<file path="config.mk">
export PLATFORM = sky130hd
export DESIGN_NAME = wptr_full_ctrl
export DESIGN_NICKNAME = d
export VERILOG_FILES = /design/src/rtl/wptr_full_ctrl.sv
export SDC_FILE = /design/constraint.sdc
export NUM_CORES = 1
export LEC_CHECK = 0
export ABC_AREA = 1
export CAP_MARGIN = 25
export CORE_ASPECT_RATIO = 0.9
export CORE_MARGIN = 10
export CORE_UTILIZATION = 40
export CTS_CLUSTER_SIZE = 12
export DETAILED_ROUTE_END_ITERATION = 10
export PLACE_DENSITY = 0.76
export SYNTH_ARGS = -nofsm -noshare
export SYNTH_HDL_FRONTEND = slang
export SYNTH_SLANG_ARGS = --single-unit
</file>
<file path="constraint.sdc">
create_clock -name wclk -period 1.9 [get_ports wclk]
set_clock_uncertainty 0.1 [all_clocks]
set_input_delay 0.38 -clock wclk [delete_from_list [all_inputs] [get_ports wclk]]
set_output_delay 0.38 -clock wclk [all_outputs]
set_load 0.02 [all_outputs]
</file>
<file path="src/rtl/wptr_full_ctrl.sv">
// Write-domain pointer/status controller for an asynchronous FIFO: binary and Gray
// write pointers, RAM write address and registered full flag.
// Define WPTR_FULL_STATUS_EN to add fill level, almost-full and sticky overflow.
module wptr_full_ctrl #(
    parameter int unsigned ADDR_SIZE = 4,
    parameter int unsigned AF_MARGIN = 2
) (
    input  logic                 wclk,
    input  logic                 wrst_n,
    input  logic                 winc,
    input  logic [ADDR_SIZE:0]   wq2_rptr,
    input  logic                 wovf_clr,
    output logic [ADDR_SIZE-1:0] waddr,
    output logic [ADDR_SIZE:0]   wptr,
    output logic                 wfull,
    output logic                 walmost_full,
    output logic [ADDR_SIZE:0]   wlevel,
    output logic                 woverflow
);

    localparam int unsigned PW        = ADDR_SIZE + 1;
    localparam int unsigned DEPTH     = 1 << ADDR_SIZE;
    localparam int unsigned AF_THRESH = DEPTH - AF_MARGIN;

    logic [PW-1:0] wbin;
    logic [PW-1:0] wbin_next_c;
    logic [PW-1:0] wgray_next_c;
    logic [PW-1:0] rptr_full_c;
    logic          winc_ok_c;
    logic          wfull_next_c;

    // Next pointer values; full compares against the read pointer with its top two bits inverted.
    always_comb begin
        winc_ok_c    = winc & ~wfull;
        wbin_next_c  = wbin + PW'(winc_ok_c);
        wgray_next_c = (wbin_next_c >> 1) ^ wbin_next_c;
        rptr_full_c  = {~wq2_rptr[PW-1:PW-2], wq2_rptr[PW-3:0]};
        wfull_next_c = (wgray_next_c == rptr_full_c);
    end

    always_ff @(posedge wclk or negedge wrst_n) begin
        if (!wrst_n) begin
            wbin  <= '0;
            wptr  <= '0;
            wfull <= 1'b0;
        end else begin
            wbin  <= wbin_next_c;
            wptr  <= wgray_next_c;
            wfull <= wfull_next_c;
        end
    end

    assign waddr = wbin[ADDR_SIZE-1:0];

`ifdef WPTR_FULL_STATUS_EN
    logic [PW-1:0] rbin_c;
    logic [PW-1:0] wlevel_next_c;
    logic          walmost_full_next_c;
    logic          woverflow_next_c;

    // Gray-to-binary: each binary bit is the XOR of all Gray bits at or above it.
    always_comb begin
        rbin_c = '0;
        for (int i = 0; i < int'(PW); i++) begin
            rbin_c[i] = ^(wq2_rptr >> i);
        end
        wlevel_next_c       = wbin_next_c - rbin_c;
        walmost_full_next_c = (wlevel_next_c >= PW'(AF_THRESH));
        woverflow_next_c    = woverflow;
        if (winc && wfull) begin
            woverflow_next_c = 1'b1;
        end else if (wovf_clr) begin
            woverflow_next_c = 1'b0;
        end
    end

    always_ff @(posedge wclk or negedge wrst_n) begin
        if (!wrst_n) begin
            wlevel       <= '0;
            walmost_full <= 1'b0;
            woverflow    <= 1'b0;
        end else begin
            wlevel       <= wlevel_next_c;
            walmost_full <= walmost_full_next_c;
            woverflow    <= woverflow_next_c;
        end
    end
`else
    logic unused_wovf_clr_c;

    assign unused_wovf_clr_c = wovf_clr;
    assign wlevel            = '0;
    assign walmost_full      = 1'b0;
    assign woverflow         = 1'b0;
`endif

endmodule

</file>
==> results of run 1 <==
==> registers in the layout, indices dropped and copies added (netlist names) <==
name	count
wbin	5
wptr	4
wfull	1
==> through the flow <==
stage / utilization / cells
6_report: 0.612 / 121
5_1_grt: 0.612 / 121
4_1_cts: 0.608 / 121
3_5_place_dp: 0.552 / 116
3_3_place_gp: 0.552 / 116
2_1_floorplan: - / 87
==> worst paths after layout <==
kind / startpoint / to / depth (start not counted)
max: wbin[3] / waddr[3] / 1
min: wrst_n / wbin[0] / 1
max reg2reg: wfull / wfull / 12
min reg2reg: wbin[0] / wbin[0] / 1
max in group asynchronous: wrst_n / wfull / 1
min in group wclk: wbin[0] / wbin[0] / 1
==> layout make-up <==
class                      count  area, sq um
multi-input combinational     58          328
fill                         120          562
timing repair buffer          22          208
sequential                    10          250
tap                           15         18.8
inverter                      12         45.0
clock buffer                   4         36.3
==> what timing repair did <==
item | 4_1_cts | 5_1_grt
endpoints found under the setup margin | 2 | 2
resized for setup | 14 | 2
buffers inserted | 1 | 0
pin swaps | 13 | 1
==> logic make-up after synthesis <==
group | after synthesis | share of synthesized area
simple gates | 49 | 0.383
other cells | 1 | 0.00614
flops | 10 | 0.410
fa+ha+maj | 2 | 0.0410
buf+inv | 19 | 0.160
==> power by group through the flow <==
stage	clock, mW	sequential (mW)	combinational [mW]
after floorplan	0	0.521	0.485
after global placement	0	0.398	0.977
after detailed placement	0	0.402	1.02
after CTS	0.192	0.408	1.10
after global routing	0.211	0.418	1.22
final	0.188	0.408	1.10
==> cell usage after synthesis (all sizes together) <==
| cell type | instances |
|---|---|
| inv | 12 |
| nand4 | 3 |
| nand3b | 2 |
| buf | 7 |
| nand3 | 12 |
| ha | 2 |
| nand2 | 29 |
| dfrtp | 10 |
| conb | 1 |
| nor2 | 3 |
==> metal layers <==
layer	track usage	part of all wire	up-vias
met1	0.119	0.43	255
met5	0	0	-
li1	-	-	292
met2	0.148	0.47	30
met3	0.0243	0.059	4
met4	0.0684	0.031	0
==> results.md, run 1 <==
* Row cnt at 13
* Vias in the first global route at approximately 550
* Initial antenna violation count at 0
* Hpwl dp at between 1 and 1.5 mm
* Final nets at 118
* Crit Path Max Fanout at 6
* Drt wl/cell at roughly 13 um
* Part of the power in combinational logic at 0.648
* Share of cells above drive strength 1 at 0.292
* Worst Setup End Kind: primary output
* CTS tree: yes
* Hold violation count in the final report at 0
* Leading cell type in the layout, fill and taps excluded: nand2_1
* DP Area at 800 sq um
* Die ar. at 3490 sq um
* Setup CP Type: reg -> out
* Status: finished clean
* Initial core utilization at 0.422
* Routability cong. at 0.881
* Most frequent cells in the layout: nand2_1 (16), clkdlybuf4s50_1 (14), nand2_2 (13)
* Dominant cell type by area after synthesis: dfrtp_1
* First-pass GRT wire length at 2.61 mm
* # setup viols final at 0
* RSZ-0062 raised after global routing: false
* Final WL at 1.55 mm
* WHS at around 0.33 ns
* # port buffers at 17
* Antenna cells at 0
* Critical path's slowest cell: clkdlybuf4s50_1
* Largest cells by area after synthesis: dfrtp_1 (41%), nand2_1 (14%), nand3_1 (9.8%), buf_4 (8.6%), nand2_2 (7.2%)
* Clock Sinks at 10
* Post-layout worst setup margin at between 0.07 and 0.08 ns
* WP data arrival at between 1 and 1.5 ns
* P per Cell Area at ~1900 nW/um^2
* Final slew viol count at 0
* Largest net degree at the start of global routing at 11
* Final instance area at 886 sq um
* Num CTS Buffers at 3
* Flop pwr share at 0.241
* Syn Area/Cell at 7.54 sq um
* Cells along the critical path: clkdlybuf4s50_1
* Mapped Area at 611 sq um
* Antenna-violating nets left at 0
* Via Count at 581
* Hold/Removal Path Class: in -> async
* Seq/Total Area, Yosys at 0.410
* Tot GR Track Use at 0.0987
* F_max at ~550 MHz
* Pre-CTS setup slack at -0.414 ns
* Die Y at 57.1 um
* Clock Power Share at 0.111
* Synth cell types at 13
* Grt total ovfl at 0
* Worst setup SP type: register
* Root buffer cell: clkbuf_4
* Critical Path RT at 1.42 ns
* Cells after Synth at 81
* Post-CTS Hold Fix Bufs at 0
* Total power at ~1.7 mW
* TNS Setup at 0 ns
* DRT Pass-1 Iters at 7
* Via/cell ratio at about 4.8
* Area Growth Syn to Fin at 45.1%
* Max cap viols at 0
* Die width at 61.2 um
* Core Box Area at approximately 1400 sq um
* Fin crit share at 0.960
* Clock slew at reported path FFs at around 0.07 ns
* Ports at 26
* H-tree Lvls at 1
* P_int at between 0.9 and 1 mW
* CP max stage delay at between 0.6 and 0.7 ns
* Reg2reg setup slack at 0.14 ns
* Leakage at 0.461 nW
* Clk_lat worst skew at about 0.26 ns
* Area share of the largest cell type after synthesis at 0.410
* Crit path buf inv count at 1
* Worst VDD drop at 0.860 mV
* Switching power at 0.774 mW
* Min cycle time layout at 1.82 ns
* DRC violations left at 0
* Clk buf depth at 2
* Yosys reg bits at 10
* Family with the most delay on the worst path: buffers and inverters
* Initial DRC Count at 18
* Net Sw Frac at 0.457
* Synth warn at 0
No activity file was read; power rests on OpenSTA's default activity.
==> run 2: changes to the inputs <==
HOLD_SLACK_MARGIN = 0.12   (was unset)
SLEW_MARGIN = 10   (was unset)
==> results of run 2 <==
Same layout as run 1: the final DEF is identical, and so are final timing and power.
